<file path="config.mk">
export PLATFORM = sky130hd
export DESIGN_NAME = mapper_mem_sequencer_flat
export DESIGN_NICKNAME = d
export VERILOG_FILES = /design/src/rtl/mapper_mem_sequencer_if.sv /design/src/rtl/mapper_mem_sequencer.sv /design/src/flat_wrapper.sv
export SDC_FILE = /design/constraint.sdc
export NUM_CORES = 1
export LEC_CHECK = 0
export BUFFER_PORTS_ARGS = -buffer_cell sky130_fd_sc_hd__buf_2
export CAP_MARGIN = 10
export CORE_MARGIN = 2
export CORE_UTILIZATION = 47
export DETAILED_ROUTE_END_ITERATION = 10
export PLACE_DENSITY = 0.81
export SLEW_MARGIN = 40
export SYNTH_ARGS = -nofsm -noshare
export SYNTH_HDL_FRONTEND = slang
export SYNTH_SLANG_ARGS = --single-unit
</file>
<file path="constraint.sdc">
create_clock -name clk -period 1.7 [get_ports clk]
set_input_delay 0.34 -clock clk [delete_from_list [all_inputs] [get_ports clk]]
set_output_delay 0.34 -clock clk [all_outputs]
set_load 0.02 [all_outputs]
</file>
<file path="src/rtl/mapper_mem_sequencer_if.sv">
// Bus bundle between the slot mapper / CPU side, the memory controller and
// mapper_mem_sequencer. The sequencer uses the slave view and the CPU/memory
// environment uses the master view.
interface mapper_mem_sequencer_if #(
  parameter int ADDR_W = 27
);
  // CPU / mapper side
  logic              cpu_req;
  logic              ram_cs;
  logic [ADDR_W-1:0] ram_addr;
  logic              cpu_rd;
  logic              flush;
  logic              cpu_wait;
  logic [7:0]        cpu_data;
  logic              data_valid;
  logic              timeout_err;
  // memory controller side
  logic              mem_req;
  logic [ADDR_W-1:0] mem_addr;
  logic              mem_ack;
  logic [7:0]        mem_data;

  modport slave (
    input  cpu_req, ram_cs, ram_addr, cpu_rd, flush, mem_ack, mem_data,
    output mem_req, mem_addr, cpu_wait, cpu_data, data_valid, timeout_err
  );

  modport master (
    output cpu_req, ram_cs, ram_addr, cpu_rd, flush, mem_ack, mem_data,
    input  mem_req, mem_addr, cpu_wait, cpu_data, data_valid, timeout_err
  );
endinterface

</file>
<file path="src/rtl/mapper_mem_sequencer.sv">
// mapper_mem_sequencer: turns each mapped CPU read into one registered request
// to the shared memory controller, stalls the CPU until data returns, and
// holds the returned byte stable for the slot data mux. A request that is not
// acknowledged within TIMEOUT cycles returns OPEN_BUS and sets a sticky error.
// Optional one-entry last-read cache: define MAPPER_SEQ_LASTHIT_EN.
module mapper_mem_sequencer #(
  parameter int          ADDR_W   = 27,
  parameter int          TIMEOUT  = 64,
  parameter logic [7:0]  OPEN_BUS = 8'hFF
) (
  input  logic                    clk,
  input  logic                    reset,
  mapper_mem_sequencer_if.slave   bus
);

  localparam logic [1:0] S_IDLE = 2'd0;
  localparam logic [1:0] S_REQ  = 2'd1;
  localparam logic [1:0] S_HOLD = 2'd2;

  // last counter value before the request is abandoned
  localparam logic [7:0] CNT_LAST = 8'(TIMEOUT - 1);

  logic [1:0]        state_q, state_d;
  logic              mem_req_q, mem_req_d;
  logic [ADDR_W-1:0] mem_addr_q, mem_addr_d;
  logic [7:0]        cpu_data_q, cpu_data_d;
  logic              data_valid_q, data_valid_d;
  logic              timeout_err_q, timeout_err_d;
  logic [7:0]        cnt_q, cnt_d;
  logic              start;
  logic              hit;

`ifdef MAPPER_SEQ_LASTHIT_EN
  logic              lh_vld_q, lh_vld_d;
  logic [ADDR_W-1:0] lh_tag_q, lh_tag_d;
  logic [7:0]        lh_byte_q, lh_byte_d;

  // a flush in the start cycle forces a miss
  assign hit = start && lh_vld_q && (lh_tag_q == bus.ram_addr) && !bus.flush;
`else
  logic unused_flush;

  assign unused_flush = bus.flush;
  assign hit          = 1'b0;
`endif

  assign start = (state_q == S_IDLE) && bus.cpu_req && bus.ram_cs && bus.cpu_rd;

  // the CPU must be stalled in the start cycle itself, hence the combinational term
  assign bus.cpu_wait    = !reset && (start || (state_q == S_REQ));
  assign bus.mem_req     = mem_req_q;
  assign bus.mem_addr    = mem_addr_q;
  assign bus.cpu_data    = cpu_data_q;
  assign bus.data_valid  = data_valid_q;
  assign bus.timeout_err = timeout_err_q;

  // next-state logic for the access sequencer and the last-hit entry
  always_comb begin
    state_d       = state_q;
    mem_req_d     = mem_req_q;
    mem_addr_d    = mem_addr_q;
    cpu_data_d    = cpu_data_q;
    data_valid_d  = data_valid_q;
    timeout_err_d = timeout_err_q;
    cnt_d         = cnt_q;
`ifdef MAPPER_SEQ_LASTHIT_EN
    lh_vld_d      = lh_vld_q;
    lh_tag_d      = lh_tag_q;
    lh_byte_d     = lh_byte_q;
`endif

    case (state_q)
      S_IDLE: begin
        if (start) begin
          if (hit) begin
            cpu_data_d   = cpu_data_q;
`ifdef MAPPER_SEQ_LASTHIT_EN
            cpu_data_d   = lh_byte_q;
`endif
            data_valid_d = 1'b1;
            state_d      = S_HOLD;
          end else begin
            mem_addr_d   = bus.ram_addr;
            mem_req_d    = 1'b1;
            data_valid_d = 1'b0;
            cnt_d        = 8'd0;
            state_d      = S_REQ;
          end
        end
      end
      S_REQ: begin
        // an ack in the expiry cycle still wins over the timeout
        if (bus.mem_ack) begin
          cpu_data_d   = bus.mem_data;
          data_valid_d = 1'b1;
          mem_req_d    = 1'b0;
          state_d      = S_HOLD;
`ifdef MAPPER_SEQ_LASTHIT_EN
          lh_vld_d     = 1'b1;
          lh_tag_d     = mem_addr_q;
          lh_byte_d    = bus.mem_data;
`endif
        end else if (cnt_q == CNT_LAST) begin
          cpu_data_d    = OPEN_BUS;
          data_valid_d  = 1'b1;
          timeout_err_d = 1'b1;
          mem_req_d     = 1'b0;
          state_d       = S_HOLD;
        end else begin
          cnt_d = cnt_q + 8'd1;
        end
      end
      S_HOLD: begin
        if (!bus.cpu_rd) begin
          state_d = S_IDLE;
        end
      end
      default: begin
        state_d   = S_IDLE;
        mem_req_d = 1'b0;
      end
    endcase

`ifdef MAPPER_SEQ_LASTHIT_EN
    if (bus.flush) begin
      lh_vld_d = 1'b0;
    end
`endif
  end

  // state registers; reset clears everything immediately, dropping mem_req mid-request
  always_ff @(posedge clk or posedge reset) begin
    if (reset) begin
      state_q       <= S_IDLE;
      mem_req_q     <= 1'b0;
      mem_addr_q    <= '0;
      cpu_data_q    <= OPEN_BUS;
      data_valid_q  <= 1'b0;
      timeout_err_q <= 1'b0;
      cnt_q         <= 8'd0;
`ifdef MAPPER_SEQ_LASTHIT_EN
      lh_vld_q      <= 1'b0;
      lh_tag_q      <= '0;
      lh_byte_q     <= 8'd0;
`endif
    end else begin
      state_q       <= state_d;
      mem_req_q     <= mem_req_d;
      mem_addr_q    <= mem_addr_d;
      cpu_data_q    <= cpu_data_d;
      data_valid_q  <= data_valid_d;
      timeout_err_q <= timeout_err_d;
      cnt_q         <= cnt_d;
`ifdef MAPPER_SEQ_LASTHIT_EN
      lh_vld_q      <= lh_vld_d;
      lh_tag_q      <= lh_tag_d;
      lh_byte_q     <= lh_byte_d;
`endif
    end
  end

endmodule

</file>
<file path="src/flat_wrapper.sv">
// flat-port wrapper written by rule: the top's interface ports become plain ports
module mapper_mem_sequencer_flat 
#(
  parameter int          ADDR_W   = 27,
  parameter int          TIMEOUT  = 64,
  parameter logic [7:0]  OPEN_BUS = 8'hFF
)
  (clk, reset, bus_cpu_req, bus_ram_cs, bus_ram_addr, bus_cpu_rd, bus_flush, bus_mem_ack, bus_mem_data, bus_mem_req, bus_mem_addr, bus_cpu_wait, bus_cpu_data, bus_data_valid, bus_timeout_err);
  mapper_mem_sequencer_if #(.ADDR_W(ADDR_W)) bus_i ();
  input  logic clk;
  input  logic reset;
  input wire logic [$bits(bus_i.cpu_req)-1:0] bus_cpu_req;
  input wire logic [$bits(bus_i.ram_cs)-1:0] bus_ram_cs;
  input wire logic [$bits(bus_i.ram_addr)-1:0] bus_ram_addr;
  input wire logic [$bits(bus_i.cpu_rd)-1:0] bus_cpu_rd;
  input wire logic [$bits(bus_i.flush)-1:0] bus_flush;
  input wire logic [$bits(bus_i.mem_ack)-1:0] bus_mem_ack;
  input wire logic [$bits(bus_i.mem_data)-1:0] bus_mem_data;
  output wire logic [$bits(bus_i.mem_req)-1:0] bus_mem_req;
  output wire logic [$bits(bus_i.mem_addr)-1:0] bus_mem_addr;
  output wire logic [$bits(bus_i.cpu_wait)-1:0] bus_cpu_wait;
  output wire logic [$bits(bus_i.cpu_data)-1:0] bus_cpu_data;
  output wire logic [$bits(bus_i.data_valid)-1:0] bus_data_valid;
  output wire logic [$bits(bus_i.timeout_err)-1:0] bus_timeout_err;
  assign bus_i.cpu_req = bus_cpu_req;
  assign bus_i.ram_cs = bus_ram_cs;
  assign bus_i.ram_addr = bus_ram_addr;
  assign bus_i.cpu_rd = bus_cpu_rd;
  assign bus_i.flush = bus_flush;
  assign bus_i.mem_ack = bus_mem_ack;
  assign bus_i.mem_data = bus_mem_data;
  assign bus_mem_req = bus_i.mem_req;
  assign bus_mem_addr = bus_i.mem_addr;
  assign bus_cpu_wait = bus_i.cpu_wait;
  assign bus_cpu_data = bus_i.cpu_data;
  assign bus_data_valid = bus_i.data_valid;
  assign bus_timeout_err = bus_i.timeout_err;
  mapper_mem_sequencer #(.ADDR_W(ADDR_W), .TIMEOUT(TIMEOUT), .OPEN_BUS(OPEN_BUS)) u_core (.clk(clk), .reset(reset), .bus(bus_i));
endmodule
</file>
# Word-level counts from Yosys, hierarchy flattened
# Index checks and enable logic that the tools add are counted.
# totals
register_bits,48
elab_cells,53
# classes
addsub,1
eq_ne,8
mux,19
bitwise_logic,2
n_reduce_logical,16
# ops
operator,count
2-to-1 mux 8 bit,5
one-hot mux 8 bit (2 select lines),1
AND reduction 3 bit,4
"adder 8 x 1 -> 8 bit, second input constant",1
"== test 8 x 6 -> 1 bit, second input constant",1
2-to-1 mux 2 bit,4
2-to-1 mux 1 bit,6
"!= test 2 bit, second input constant",3
one-hot mux 2 bit (3 select lines),1
logical AND 1 bit,4
AND reduction 2 bit,2
AND reduction 4 bit,1
nonzero test 2 bit,2
"!= test 3 bit, second input constant",1
one-hot mux 1 bit (3 select lines),1
"== test 2 x 1 -> 1 bit, second input constant",1
"== test 2 bit, second input constant",1
zero test 2 bit,1
"!= test 2 x 1 -> 1 bit, second input constant",1
NOT 1 bit,2
one-hot mux 1 bit (2 select lines),1
zero test 1 bit,1
logical OR 1 bit,1

# Depth between registers and ports, before layout
# Gate-level depths: netlist (run 1).
# logic_depth
ltp_word,6
depth_mapped,7

# Least setup slack after synthesis (run 1)
# OpenSTA, ideal clock, no wires.
# synth_timing
kind,reg-to-output
from,register u_core.state_q[0]
to,output port bus_cpu_wait
arrival_time_ps,1329
t_required_ps,1360
setup_slack_ps,31
stages_incl_launch_ff,6
path_cell_list,dfrtp_1 -> nor2b_2 -> and4b_1 -> buf_2 -> nor2_1 -> nor2_1
# synth_between
elab_chain_len,6
elab_cells_between_ends,7
cone_classes,1 x eq/ne; 6 x reduce/logical
# synth_lines
item,line_no,text
from (decl),mapper_mem_sequencer.sv:23,"logic [1:0] state_q, state_d;"
from (signal assigned),mapper_mem_sequencer.sv:147,state_q <= state_d;
zero test 2 bit,mapper_mem_sequencer.sv:47,assign start = (state_q == S_IDLE) && bus.cpu_req && bus.ram_cs && bus.cpu_rd;
logical AND 1 bit (3 in series),mapper_mem_sequencer.sv:47,
logical OR 1 bit (*),mapper_mem_sequencer.sv:50,assign bus.cpu_wait = !reset && (start || (state_q == S_REQ));
logical AND 1 bit (*),mapper_mem_sequencer.sv:50,
to (decl),flat_wrapper.sv:21,output wire logic [$bits(bus_i.cpu_wait)-1:0] bus_cpu_wait;
# Every way passes the cells marked *; elsewhere a longest branch is shown, timed or not.

# Final worst setup path (run 1)
# Same ends and word-level chain as after synthesis.

==> results of run 1 <==
[registers in the layout, summed over array words and instances, names as in the netlist]
signal                  count
u_core.bus.mem_req          1
u_core.bus.cpu_data         8
u_core.cnt_q                8
u_core.bus.timeout_err      1
u_core.bus.mem_addr        27
u_core.state_q              2
u_core.bus.data_valid       1
[final timing paths]
path	end	slack, ns	cells past startpoint
min in group clk	u_core.bus.mem_addr[21]	0.23	3
max reg2reg	u_core.bus.data_valid	0.08	6
min reg2reg	u_core.bus.mem_addr[11]	0.48	2
max	bus_cpu_wait	-0.009	5
max in group asynchronous	u_core.bus.cpu_data[7]	1.36	3
min	u_core.cnt_q[5]	0.06	3
[area by class of cell]
class                           instances  share of cell area, %
Clock buffer                            7                   2.95
Clock inverter                          1                  0.338
Inverter                                3                  0.435
Multi-Input combinational cell        136                   27.9
Sequential cell                        48                   46.8
Tap cell                               50                   2.42
Timing Repair Buffer                   87                   19.1
[cells by family after synthesis]
kind of cell / count (synthesis) / synth area share, %
simple gates: 106 / 23.5
flops: 48 / 60.7
compound gates: 29 / 11.4
fa+ha+maj: 1 / 0.627
buf+inv: 12 / 3.70
[per-stage QoR]
stage          worst slack, ns  area, sq um
2_1_floorplan           0.0305         1990
3_3_place_gp            0.0852         2480
3_5_place_dp            0.0430         2480
4_1_cts                -0.0235         2570
5_1_grt                -0.0988         2590
6_report              -0.00891         2590
[cell usage in the layout (no fill, tap or decap), drive strengths merged]
| cell | Yosys | layout |
|---|---|---|
| ha | 1 | 1 |
| clkbuf | 3 | 7 |
| nor3 | 2 | 2 |
| a22o | 1 | 1 |
| dfstp | 8 | 8 |
| a21oi | 1 | 1 |
| nor3b | 1 | 1 |
| nor2 | 2 | 2 |
| o211ai | 4 | 4 |
| a31o | 1 | 1 |
| dfrtp | 40 | 40 |
| or3 | 2 | 2 |
| and4 | 1 | 1 |
| o21a | 1 | 1 |
| nand2 | 87 | 87 |
| o21ai | 4 | 4 |
| nand4 | 1 | 1 |
| a21o | 5 | 5 |
| and4b | 1 | 1 |
| inv | 3 | 3 |
| o31ai | 4 | 4 |
| nand4b | 1 | 1 |
| or2 | 1 | 1 |
| nor2b | 2 | 2 |
| clkinv | 0 | 1 |
| buf | 6 | 87 |
| o22a | 8 | 8 |
| nand3 | 5 | 5 |
[layer usage]
layer | up-vias | wire, microns
li1 | 819 | -
met1 | 754 | 1850
met2 | 54 | 2060
met3 | 6 | 213
met4 | 0 | 68
met5 | - | 0
[critical path, stage by stage (launching register included)]
cell and delay (ns):
dfrtp_1 0.42, nor2b_2 0.14, and4b_1 0.22, nor2_1 0.07
nor2_1 0.09, buf_4 0.14
[power by group through the flow]
| stage | clock network [mW] | registers [mW] | logic (mW) |
|---|---|---|---|
| final | 0.654 | 1.63 | 1.06 |
| after global routing | 0.731 | 1.67 | 1.16 |
| after CTS | 0.681 | 1.63 | 1.07 |
| after detailed placement | 0 | 1.64 | 1.07 |
| after global placement | 0 | 1.63 | 1.04 |
| after floorplan | 0 | 1.98 | 0.317 |
[timing repair]
action / CTS / global route
setup endpoints to repair: 1 / 13
buffers inserted: 1 / 0
pin swaps: 1 / 0
gates resized for setup: 1 / 3
==> flow_results.xml, run 1 <==
<?xml version="1.0" encoding="UTF-8"?>
<metrics>
  <group name="floorplanning">
    <metric name="floorplan.rows" unit="">23</metric>
    <metric name="die_width" unit="microns">69.1</metric>
    <metric name="die_area" unit="sq um">4780</metric>
    <metric name="floorplan.initialDensity" unit="%">49.5</metric>
    <metric name="core" unit="sq um">4030</metric>
    <metric name="floorplan.die.height" unit="microns">69.1</metric>
    <metric name="design.portCount" unit="">81</metric>
  </group>
  <group name="routing">
    <metric name="detailroute.via_count" unit="">1633</metric>
    <metric name="drt_total_wl" unit="mm">4.19</metric>
    <metric name="drtAntennaViolNets" unit="">0</metric>
    <metric name="drtPass1Iterations" unit="">5</metric>
    <metric name="viasPerCell" unit="">4.92</metric>
    <metric name="wire_per_inst" unit="microns">12.6</metric>
    <metric name="drt_iter0_markers" unit="">75</metric>
    <metric name="drc_errors" unit="">0</metric>
  </group>
  <group name="setup_path">
    <metric name="worst_r2r_startpoint" unit="">u_core.cnt_q[1]</metric>
    <metric name="worst_setup_path_start_kind" unit="">register</metric>
    <metric name="critPathLaunch" unit="">u_core.state_q[0]</metric>
    <metric name="crit_arrival" unit="ns">1.37</metric>
    <metric name="worstSetupPathType" unit="">register to output pin</metric>
    <metric name="critPathMaxFanout" unit="">4</metric>
    <metric name="cp-end-kind" unit="">output pin</metric>
    <metric name="worstPathRequired" unit="ns">1.36</metric>
  </group>
  <group name="run_status">
    <metric name="run_status" unit="">finished with violations</metric>
    <metric name="violations" unit="">setup timing</metric>
  </group>
  <group name="grt">
    <metric name="number_of_antenna_violations_at_the_first_check_in_global_routing" unit="">0</metric>
    <metric name="grt_use_met3" unit="%">4.97</metric>
    <metric name="globalRouteOverflowTotal" unit="">0</metric>
    <metric name="first_global_vias" unit="">1615</metric>
    <metric name="grt_util_all_layers" unit="%">18.9</metric>
    <metric name="grt_start_max_net_pins" unit="">49</metric>
    <metric name="wire_length_of_the_first_global_routing_pass" unit="mm">7.33</metric>
    <metric name="global_route.usage.met2" unit="%">32.7</metric>
    <metric name="met1_usage" unit="%">22.9</metric>
    <metric name="top_usage_layer" unit="">met2</metric>
  </group>
  <group name="clock_tree">
    <metric name="clock-root-buffer" unit="">clkbuf_8</metric>
    <metric name="cts.sink_count" unit="">48</metric>
    <metric name="number_of_buffers_inserted_during_clock_tree_synthesis" unit="">5</metric>
    <metric name="clkLatencyLatePin" unit="ns">0.29</metric>
    <metric name="tritoncts" unit="">done</metric>
    <metric name="cts.reportedPaths.clkPinSlew" unit="ns">0.08</metric>
    <metric name="maximum_count_of_clock_buffers_along_a_single_path" unit="">2</metric>
    <metric name="cts_hold_repair.buffers" unit="">0</metric>
    <metric name="htreeDepth" unit="">2</metric>
  </group>
  <group name="synth">
    <metric name="synth_top_area_share" unit="%">50.2</metric>
    <metric name="postSynthAreaPerCell" unit="sq um">10.2</metric>
    <metric name="synth.distinct_cells" unit="">35</metric>
    <metric name="ys.flop_type" unit="">dfrtp_1</metric>
    <metric name="number_of_warnings_printed_during_yosys_synthesis" unit="">0</metric>
    <metric name="synth_enable_flop_cells" unit="">0</metric>
    <metric name="synth_most_common_cell" unit="">nand2_1</metric>
    <metric name="synth.top_cells.by_area" unit="">dfrtp_1 50%, nand2_1 16%, dfstp_2 11%</metric>
    <metric name="post_synthesis_net_count" unit="">239</metric>
    <metric name="ys_top_cells_by_count" unit="">87 x nand2_1, 40 x dfrtp_1, 8 x dfstp_2, 8 x o22a_1, 5 x a21o_1</metric>
    <metric name="post-synth-top-area-cell" unit="">dfrtp_1</metric>
    <metric name="asyncSetResetFlopFracSynth" unit="%">100</metric>
    <metric name="seq_area_frac_synth" unit="%">60.7</metric>
    <metric name="postSynthRegisterBits" unit="">48</metric>
    <metric name="synthCells" unit="">196</metric>
    <metric name="synth.cell_area" unit="sq um">1990</metric>
  </group>
  <group name="timing">
    <metric name="final.setup.tns" unit="ns">-0.00891</metric>
    <metric name="worstMarginPinSlew" unit="ns">0.296</metric>
    <metric name="setup_viol_count_final" unit="">1</metric>
    <metric name="final_max_slew_viol_count" unit="">0</metric>
    <metric name="hold_ws" unit="ns">0.0650</metric>
    <metric name="fmax" unit="MHz">585</metric>
    <metric name="worst_slack" unit="ns">-0.00891</metric>
    <metric name="rsz0062_at_grt" unit="">yes</metric>
    <metric name="post_route_skew" unit="ns">0.00401</metric>
    <metric name="report.final.hold_viol_count" unit="">0</metric>
    <metric name="slew_headroom" unit="%">80.1</metric>
    <metric name="final.period_utilization" unit="%">101</metric>
    <metric name="post-route-min-period" unit="ns">1.71</metric>
  </group>
  <group name="min_path">
    <metric name="min-delay-path-class" unit="">input pin to asynchronous set/reset pin</metric>
  </group>
  <group name="power">
    <metric name="share_comb_of_total_power" unit="%">31.6</metric>
    <metric name="power_switching" unit="mW">1.17</metric>
    <metric name="internal-power" unit="mW">2.17</metric>
    <metric name="sequentialPowerShare" unit="%">48.8</metric>
    <metric name="power_leakage" unit="nW">1.42</metric>
    <metric name="share_clk_of_total_power" unit="%">19.6</metric>
    <metric name="netSwitchingFraction" unit="%">34.9</metric>
    <metric name="irDropWorstVdd" unit="V">0.000882</metric>
    <metric name="powerDensity" unit="nW/um^2">1290</metric>
    <metric name="total_power" unit="mW">3.34</metric>
  </group>
  <group name="final_layout">
    <metric name="area_delta_synth_final" unit="%">29.7</metric>
    <metric name="final_core_util" unit="%">64.2</metric>
    <metric name="area_occupied_by_registers" unit="sq um">1210</metric>
    <metric name="drive_gt1_share" unit="%">39.0</metric>
    <metric name="multi_input_area" unit="sq um">722</metric>
    <metric name="layout.filler_cells" unit="">345</metric>
    <metric name="final-instance-count-excl-fill" unit="">332</metric>
    <metric name="n_antenna_cell" unit="">0</metric>
    <metric name="fin_nets" unit="">324</metric>
  </group>
  <group name="job">
    <metric name="maxCapViolCount" unit="">0</metric>
  </group>
  <group name="placed_design">
    <metric name="dp.cells" unit="">323</metric>
    <metric name="numPortBuffers" unit="">79</metric>
    <metric name="dp_hpwl" unit="mm">2.93</metric>
    <metric name="gpl.final_weighted_congestion" unit="">0.806</metric>
  </group>
</metrics>
(Power assumes the default switching activity.)
==> run 2: changes to the inputs <==
--- a/config.mk
+++ b/config.mk
@@ -11,6 +11,7 @@
 export CORE_UTILIZATION = 47
 export DETAILED_ROUTE_END_ITERATION = 10
 export PLACE_DENSITY = 0.81
+export SETUP_SLACK_MARGIN = 0.3
 export SLEW_MARGIN = 40
 export SYNTH_ARGS = -nofsm -noshare
 export SYNTH_HDL_FRONTEND = slang
==> flow_results.xml, run 2 (synthesis gave the netlist of run 1 again) <==
<?xml version="1.0" encoding="UTF-8"?>
<metrics>
  <group name="setup_path">
    <metric name="worst-r2r-cell-count" unit="">8</metric>
    <metric name="path_cells" unit="">buf_4, buf_6, nor3b_4, o31ai_4, buf_6, buf_6, o211ai_1, o31ai_1</metric>
    <metric name="worst_setup_path_start_kind" unit="">register</metric>
    <metric name="crit_arrival" unit="ns">1.95</metric>
    <metric name="worstPathRequired" unit="ns">1.89</metric>
    <metric name="critPathMaxStageDelay" unit="ns">0.42</metric>
    <metric name="critPathLaunch" unit="">u_core.state_q[0]</metric>
    <metric name="cp.depth" unit="">8</metric>
    <metric name="timing.critical_path.slowest_stage_cell" unit="">dfrtp_1</metric>
    <metric name="path_delay_family" unit="">buffers and inverters</metric>
    <metric name="worstSetupPathType" unit="">register to register</metric>
    <metric name="cp-end-kind" unit="">register</metric>
    <metric name="cp_common_cell" unit="">buf_6</metric>
    <metric name="crit_buf_inv" unit="">4</metric>
    <metric name="worst_r2r_startpoint" unit="">u_core.state_q[0]</metric>
    <metric name="critPathMaxFanout" unit="">9</metric>
  </group>
  <group name="grt">
    <metric name="globalRouteOverflowTotal" unit="">0</metric>
    <metric name="number_of_antenna_violations_at_the_first_check_in_global_routing" unit="">0</metric>
    <metric name="wire_length_of_the_first_global_routing_pass" unit="mm">9.23</metric>
    <metric name="grt_util_all_layers" unit="%">24.6</metric>
    <metric name="first_global_vias" unit="">1863</metric>
    <metric name="grt_start_max_net_pins" unit="">32</metric>
  </group>
  <group name="power">
    <metric name="power_leakage" unit="nW">1.71</metric>
    <metric name="powerDensity" unit="nW/um^2">1260</metric>
    <metric name="irDropWorstVdd" unit="V">0.000982</metric>
  </group>
  <group name="floorplanning">
    <metric name="core" unit="sq um">4030</metric>
    <metric name="die_width" unit="microns">69.1</metric>
    <metric name="design.portCount" unit="">81</metric>
    <metric name="floorplan.initialDensity" unit="%">49.5</metric>
    <metric name="die_area" unit="sq um">4780</metric>
    <metric name="floorplan.die.height" unit="microns">69.1</metric>
    <metric name="floorplan.rows" unit="">23</metric>
  </group>
  <group name="final_layout">
    <metric name="final_core_util" unit="%">83.1</metric>
    <metric name="layout.filler_cells" unit="">193</metric>
    <metric name="mostFrequentLayoutCells" unit="">78 x buf_2, 40 x nand2_1, 40 x dfrtp_1, 26 x nand2_2, 21 x nand2_4</metric>
    <metric name="area_delta_synth_final" unit="%">67.9</metric>
    <metric name="final-instance-count-excl-fill" unit="">364</metric>
    <metric name="final_common_cell" unit="">buf_2</metric>
    <metric name="drive_gt1_share" unit="%">63.7</metric>
    <metric name="n_antenna_cell" unit="">0</metric>
    <metric name="fin_nets" unit="">356</metric>
    <metric name="number_of_flip_flops_in_the_largest_register" unit="">27</metric>
  </group>
  <group name="timing">
    <metric name="hold_ws" unit="ns">0.0668</metric>
    <metric name="setup_viol_count_final" unit="">3</metric>
    <metric name="worstMarginPinSlew" unit="ns">0.420</metric>
    <metric name="final_max_slew_viol_count" unit="">0</metric>
    <metric name="rsz0062_at_grt" unit="">yes</metric>
    <metric name="post_route_skew" unit="ns">0.00793</metric>
    <metric name="slew_headroom" unit="%">71.9</metric>
    <metric name="worst_slack" unit="ns">-0.0594</metric>
    <metric name="report.final.hold_viol_count" unit="">0</metric>
    <metric name="post-route-min-period" unit="ns">1.76</metric>
    <metric name="final.period_utilization" unit="%">103</metric>
    <metric name="fmax" unit="MHz">568</metric>
  </group>
  <group name="placed_design">
    <metric name="dp_hpwl" unit="mm">3.07</metric>
    <metric name="gpl.final_weighted_congestion" unit="">0.816</metric>
    <metric name="dp.cells" unit="">326</metric>
    <metric name="numPortBuffers" unit="">79</metric>
  </group>
  <group name="routing">
    <metric name="drc_errors" unit="">0</metric>
    <metric name="drt_iter0_markers" unit="">120</metric>
    <metric name="wire_per_inst" unit="microns">18.6</metric>
    <metric name="detailroute.via_count" unit="">1986</metric>
    <metric name="drt_total_wl" unit="mm">6.76</metric>
    <metric name="viasPerCell" unit="">5.46</metric>
    <metric name="drtAntennaViolNets" unit="">0</metric>
    <metric name="drtPass1Iterations" unit="">4</metric>
  </group>
  <group name="clock_tree">
    <metric name="clock-root-buffer" unit="">clkbuf_8</metric>
    <metric name="clkLatencyLatePin" unit="ns">0.31</metric>
    <metric name="tritoncts" unit="">done</metric>
    <metric name="htreeDepth" unit="">2</metric>
    <metric name="cts.reportedPaths.clkPinSlew" unit="ns">0.10</metric>
    <metric name="maximum_count_of_clock_buffers_along_a_single_path" unit="">2</metric>
    <metric name="number_of_buffers_inserted_during_clock_tree_synthesis" unit="">5</metric>
    <metric name="cts.sink_count" unit="">48</metric>
  </group>
  <group name="min_path">
    <metric name="min-delay-path-class" unit="">input pin to asynchronous set/reset pin</metric>
  </group>
  <group name="run_status">
    <metric name="violations" unit="">setup timing</metric>
    <metric name="run_status" unit="">finished with violations</metric>
  </group>
  <group name="job">
    <metric name="maxCapViolCount" unit="">0</metric>
  </group>
</metrics>
## run 2: per-layer routing
metal / global-route usage [%] / share of wire, % / wire [microns] / vias up
met4: 8.06 / 4.5 / 303 / 0
met1: 31.3 / 37 / 2490 / 947
met3: 5.85 / 6.8 / 462 / 29
met2: 41.5 / 52 / 3500 / 122
met5: 0 / 0 / 0 / -
li1: - / - / - / 888
## run 2: power breakdown
part / switching [mW] / total, mW / internal [mW]
clock network: 0.425 / 1.02 / 0.593
registers: 0.260 / 1.74 / 1.48
logic: 0.833 / 1.47 / 0.636
total: 1.52 / 4.23 / 2.71
## run 2: per-stage QoR
step | total power [mW] | worst slack, ns | area, sq um | TNS [ns]
floorplan | 2.32 | 0.196 | 2040 | 0
global placement | 2.68 | 0.0778 | 2510 | 0
detailed placement | 2.72 | 0.0255 | 2510 | 0
CTS | 3.95 | -0.0316 | 3110 | -0.0316
global route | 4.40 | -0.107 | 3350 | -0.346
finish | 4.23 | -0.0594 | 3350 | -0.147
## run 2: area by class of cell
type | instances | area (sq um) | share of cell area, %
well taps | 50 | 62.6 | 1.87
clock inverters | 3 | 68.8 | 2.05
multi-input cells | 136 | 1020 | 30.4
inverters | 3 | 15.0 | 0.448
repair buffers | 119 | 905 | 27.0
clock buffers | 5 | 68.8 | 2.05
flip-flops and latches | 48 | 1210 | 36.2
## run 2: worst paths after layout
path                                           end  slack [ns]
max                                u_core.cnt_q[2]       -0.06
min                         u_core.bus.mem_addr[6]        0.07
max reg2reg                        u_core.cnt_q[2]       -0.06
min reg2reg                 u_core.bus.timeout_err        0.47
max in group asynchronous        u_core.state_q[1]        1.16
min in group clk           u_core.bus.mem_addr[18]        0.22
## run 2: repair_timing
action                                  in CTS  in global routing
gates resized for setup                     67                 44
endpoints found under the setup margin      48                 48
pin swaps                                   55                 22
gates cloned                                 4                  0
hold buffers                                 0                  0
buffers inserted                            17                  9
==> run 3: changes to the inputs <==
--- a/config.mk
+++ b/config.mk
@@ -6,8 +6,7 @@
 export NUM_CORES = 1
 export LEC_CHECK = 0
 export BUFFER_PORTS_ARGS = -buffer_cell sky130_fd_sc_hd__buf_2
-export CAP_MARGIN = 10
-export CORE_MARGIN = 2
+export CAP_MARGIN = 15
 export CORE_UTILIZATION = 47
 export DETAILED_ROUTE_END_ITERATION = 10
 export PLACE_DENSITY = 0.81
==> flow_results.xml, run 3 (synthesis gave the netlist of run 1 again) <==
<?xml version="1.0" encoding="UTF-8"?>
<metrics>
  <group name="routing">
    <metric name="wire_per_inst" unit="microns">15.8</metric>
    <metric name="drtPass1Iterations" unit="">4</metric>
    <metric name="drtAntennaViolNets" unit="">0</metric>
    <metric name="viasPerCell" unit="">5.20</metric>
    <metric name="drt_total_wl" unit="mm">5.77</metric>
    <metric name="drt_iter0_markers" unit="">123</metric>
    <metric name="detailroute.via_count" unit="">1892</metric>
    <metric name="drc_errors" unit="">0</metric>
  </group>
  <group name="placed_design">
    <metric name="gpl.final_weighted_congestion" unit="">0.713</metric>
    <metric name="dp_hpwl" unit="mm">2.97</metric>
    <metric name="dpl_cell_area" unit="sq um">2520</metric>
    <metric name="numPortBuffers" unit="">79</metric>
  </group>
  <group name="clock_tree">
    <metric name="clkLatencyLatePin" unit="ns">0.31</metric>
    <metric name="number_of_buffers_inserted_during_clock_tree_synthesis" unit="">5</metric>
    <metric name="cts.sink_count" unit="">48</metric>
    <metric name="cts.reportedPaths.clkPinSlew" unit="ns">0.08</metric>
    <metric name="clock-root-buffer" unit="">clkbuf_8</metric>
    <metric name="htreeDepth" unit="">2</metric>
    <metric name="cts_hold_repair.buffers" unit="">0</metric>
    <metric name="maximum_count_of_clock_buffers_along_a_single_path" unit="">2</metric>
    <metric name="tritoncts" unit="">done</metric>
  </group>
  <group name="power">
    <metric name="total_power" unit="mW">3.79</metric>
    <metric name="power_leakage" unit="nW">1.66</metric>
    <metric name="irDropWorstVdd" unit="V">0.000759</metric>
    <metric name="powerDensity" unit="nW/um^2">1180</metric>
  </group>
  <group name="floorplanning">
    <metric name="floorplan.initialDensity" unit="%">49.5</metric>
    <metric name="die_area" unit="sq um">4510</metric>
    <metric name="design.portCount" unit="">81</metric>
    <metric name="floorplan.die.height" unit="microns">67.1</metric>
    <metric name="floorplan.rows" unit="">23</metric>
    <metric name="core" unit="sq um">4030</metric>
    <metric name="die_width" unit="microns">67.1</metric>
  </group>
  <group name="final_layout">
    <metric name="number_of_flip_flops_in_the_largest_register" unit="">27</metric>
    <metric name="final_common_cell" unit="">buf_2</metric>
    <metric name="stdcell_area" unit="sq um">3220</metric>
    <metric name="final_core_util" unit="%">80.0</metric>
    <metric name="n_antenna_cell" unit="">0</metric>
    <metric name="area_delta_synth_final" unit="%">61.7</metric>
    <metric name="mostFrequentLayoutCells" unit="">78 x buf_2, 41 x nand2_1, 40 x dfrtp_1, 28 x nand2_2, 20 x buf_4</metric>
    <metric name="drive_gt1_share" unit="%">63.4</metric>
    <metric name="fin_nets" unit="">356</metric>
  </group>
  <group name="grt">
    <metric name="grt_start_max_net_pins" unit="">29</metric>
    <metric name="wire_length_of_the_first_global_routing_pass" unit="mm">8.30</metric>
    <metric name="grt_util_all_layers" unit="%">25.5</metric>
    <metric name="first_global_vias" unit="">1777</metric>
    <metric name="number_of_antenna_violations_at_the_first_check_in_global_routing" unit="">0</metric>
    <metric name="globalRouteOverflowTotal" unit="">0</metric>
  </group>
  <group name="setup_path">
    <metric name="critPathMaxFanout" unit="">6</metric>
    <metric name="cp-end-kind" unit="">register</metric>
    <metric name="worstPathRequired" unit="ns">1.88</metric>
    <metric name="worstSetupPathType" unit="">register to register</metric>
    <metric name="worst_setup_path_start_kind" unit="">register</metric>
    <metric name="crit_arrival" unit="ns">1.91</metric>
  </group>
  <group name="timing">
    <metric name="hold_ws" unit="ns">0.0813</metric>
    <metric name="fmax" unit="MHz">577</metric>
    <metric name="slew_headroom" unit="%">69.1</metric>
    <metric name="rsz0062_at_grt" unit="">yes</metric>
    <metric name="post_route_skew" unit="ns">0.00952</metric>
    <metric name="final_max_slew_viol_count" unit="">0</metric>
    <metric name="final.period_utilization" unit="%">102</metric>
    <metric name="worst_slack" unit="ns">-0.0335</metric>
    <metric name="report.final.hold_viol_count" unit="">0</metric>
    <metric name="setup_viol_count_final" unit="">5</metric>
    <metric name="post-route-min-period" unit="ns">1.73</metric>
    <metric name="worstMarginPinSlew" unit="ns">0.462</metric>
  </group>
  <group name="min_path">
    <metric name="min-delay-path-class" unit="">input pin to asynchronous set/reset pin</metric>
  </group>
  <group name="job">
    <metric name="maxCapViolCount" unit="">0</metric>
  </group>
  <group name="run_status">
    <metric name="run_status" unit="">finished with violations</metric>
    <metric name="violations" unit="">setup timing</metric>
  </group>
</metrics>
run 3: layout make-up:
cell class / count / area (sq um)
clock buffers: 7 / 76.3
multi-input cells: 136 / 1000
flip-flops and latches: 48 / 1210
inverters: 3 / 15.0
repair buffers: 119 / 852
well taps: 50 / 62.6
fillers: 240 / 805
clock inverters: 1 / 5.00
run 3: per-stage QoR:
step,setup slack (ns),setup TNS (ns),instances
5_1_grt,-0.134,-1.35,364
4_1_cts,-0.00864,-0.00864,356
3_5_place_dp,0.0826,0,327
2_1_floorplan,0.196,0,196
6_report,-0.0335,-0.112,364
3_3_place_gp,0.116,0,327
run 3: path summary, 6_finish.rpt:
kind | start | to | slack [ns] | cells past startpoint
max | u_core.state_q[0] | u_core.cnt_q[4] | -0.03 | 10
min | reset | u_core.state_q[0] | 0.08 | 2
max reg2reg | u_core.state_q[0] | u_core.cnt_q[4] | -0.03 | 10
min reg2reg | u_core.bus.timeout_err | u_core.bus.timeout_err | 0.48 | 1
max in group asynchronous | reset | u_core.cnt_q[1] | 1.13 | 3
min in group clk | bus_ram_addr[0] | u_core.bus.mem_addr[0] | 0.22 | 3
run 3: metal layers:
layer / track usage [%] / vias up / share of wire, %
met4: 12.5 / 0 / 2.9
met1: 31.2 / 927 / 39
li1: - / 885 / -
met3: 6.08 / 15 / 5.0
met2: 42.1 / 65 / 53
met5: 0 / - / 0
run 3: timing repair:
action,in CTS,in global routing
pin swaps,52,24
gates resized for setup,59,41
setup buffers,17,8
cloned,4,0
setup endpoints to repair,48,48
run 3: report_power, final:
group	internal, mW	switching [mW]	total, mW
combinational	0.625	0.784	1.41
clock	0.289	0.372	0.661
sequential	1.48	0.240	1.72
run 3: worst max-delay path: stages, from the launching register on:
cell,delay [ns]
dfrtp_1,0.42
nor2b_2,0.15
buf_4,0.12
buf_6,0.08
buf_6,0.08
buf_6,0.09
nand4b_4,0.18
buf_6,0.18
buf_6,0.12
o211ai_1,0.08
o31ai_1,0.11
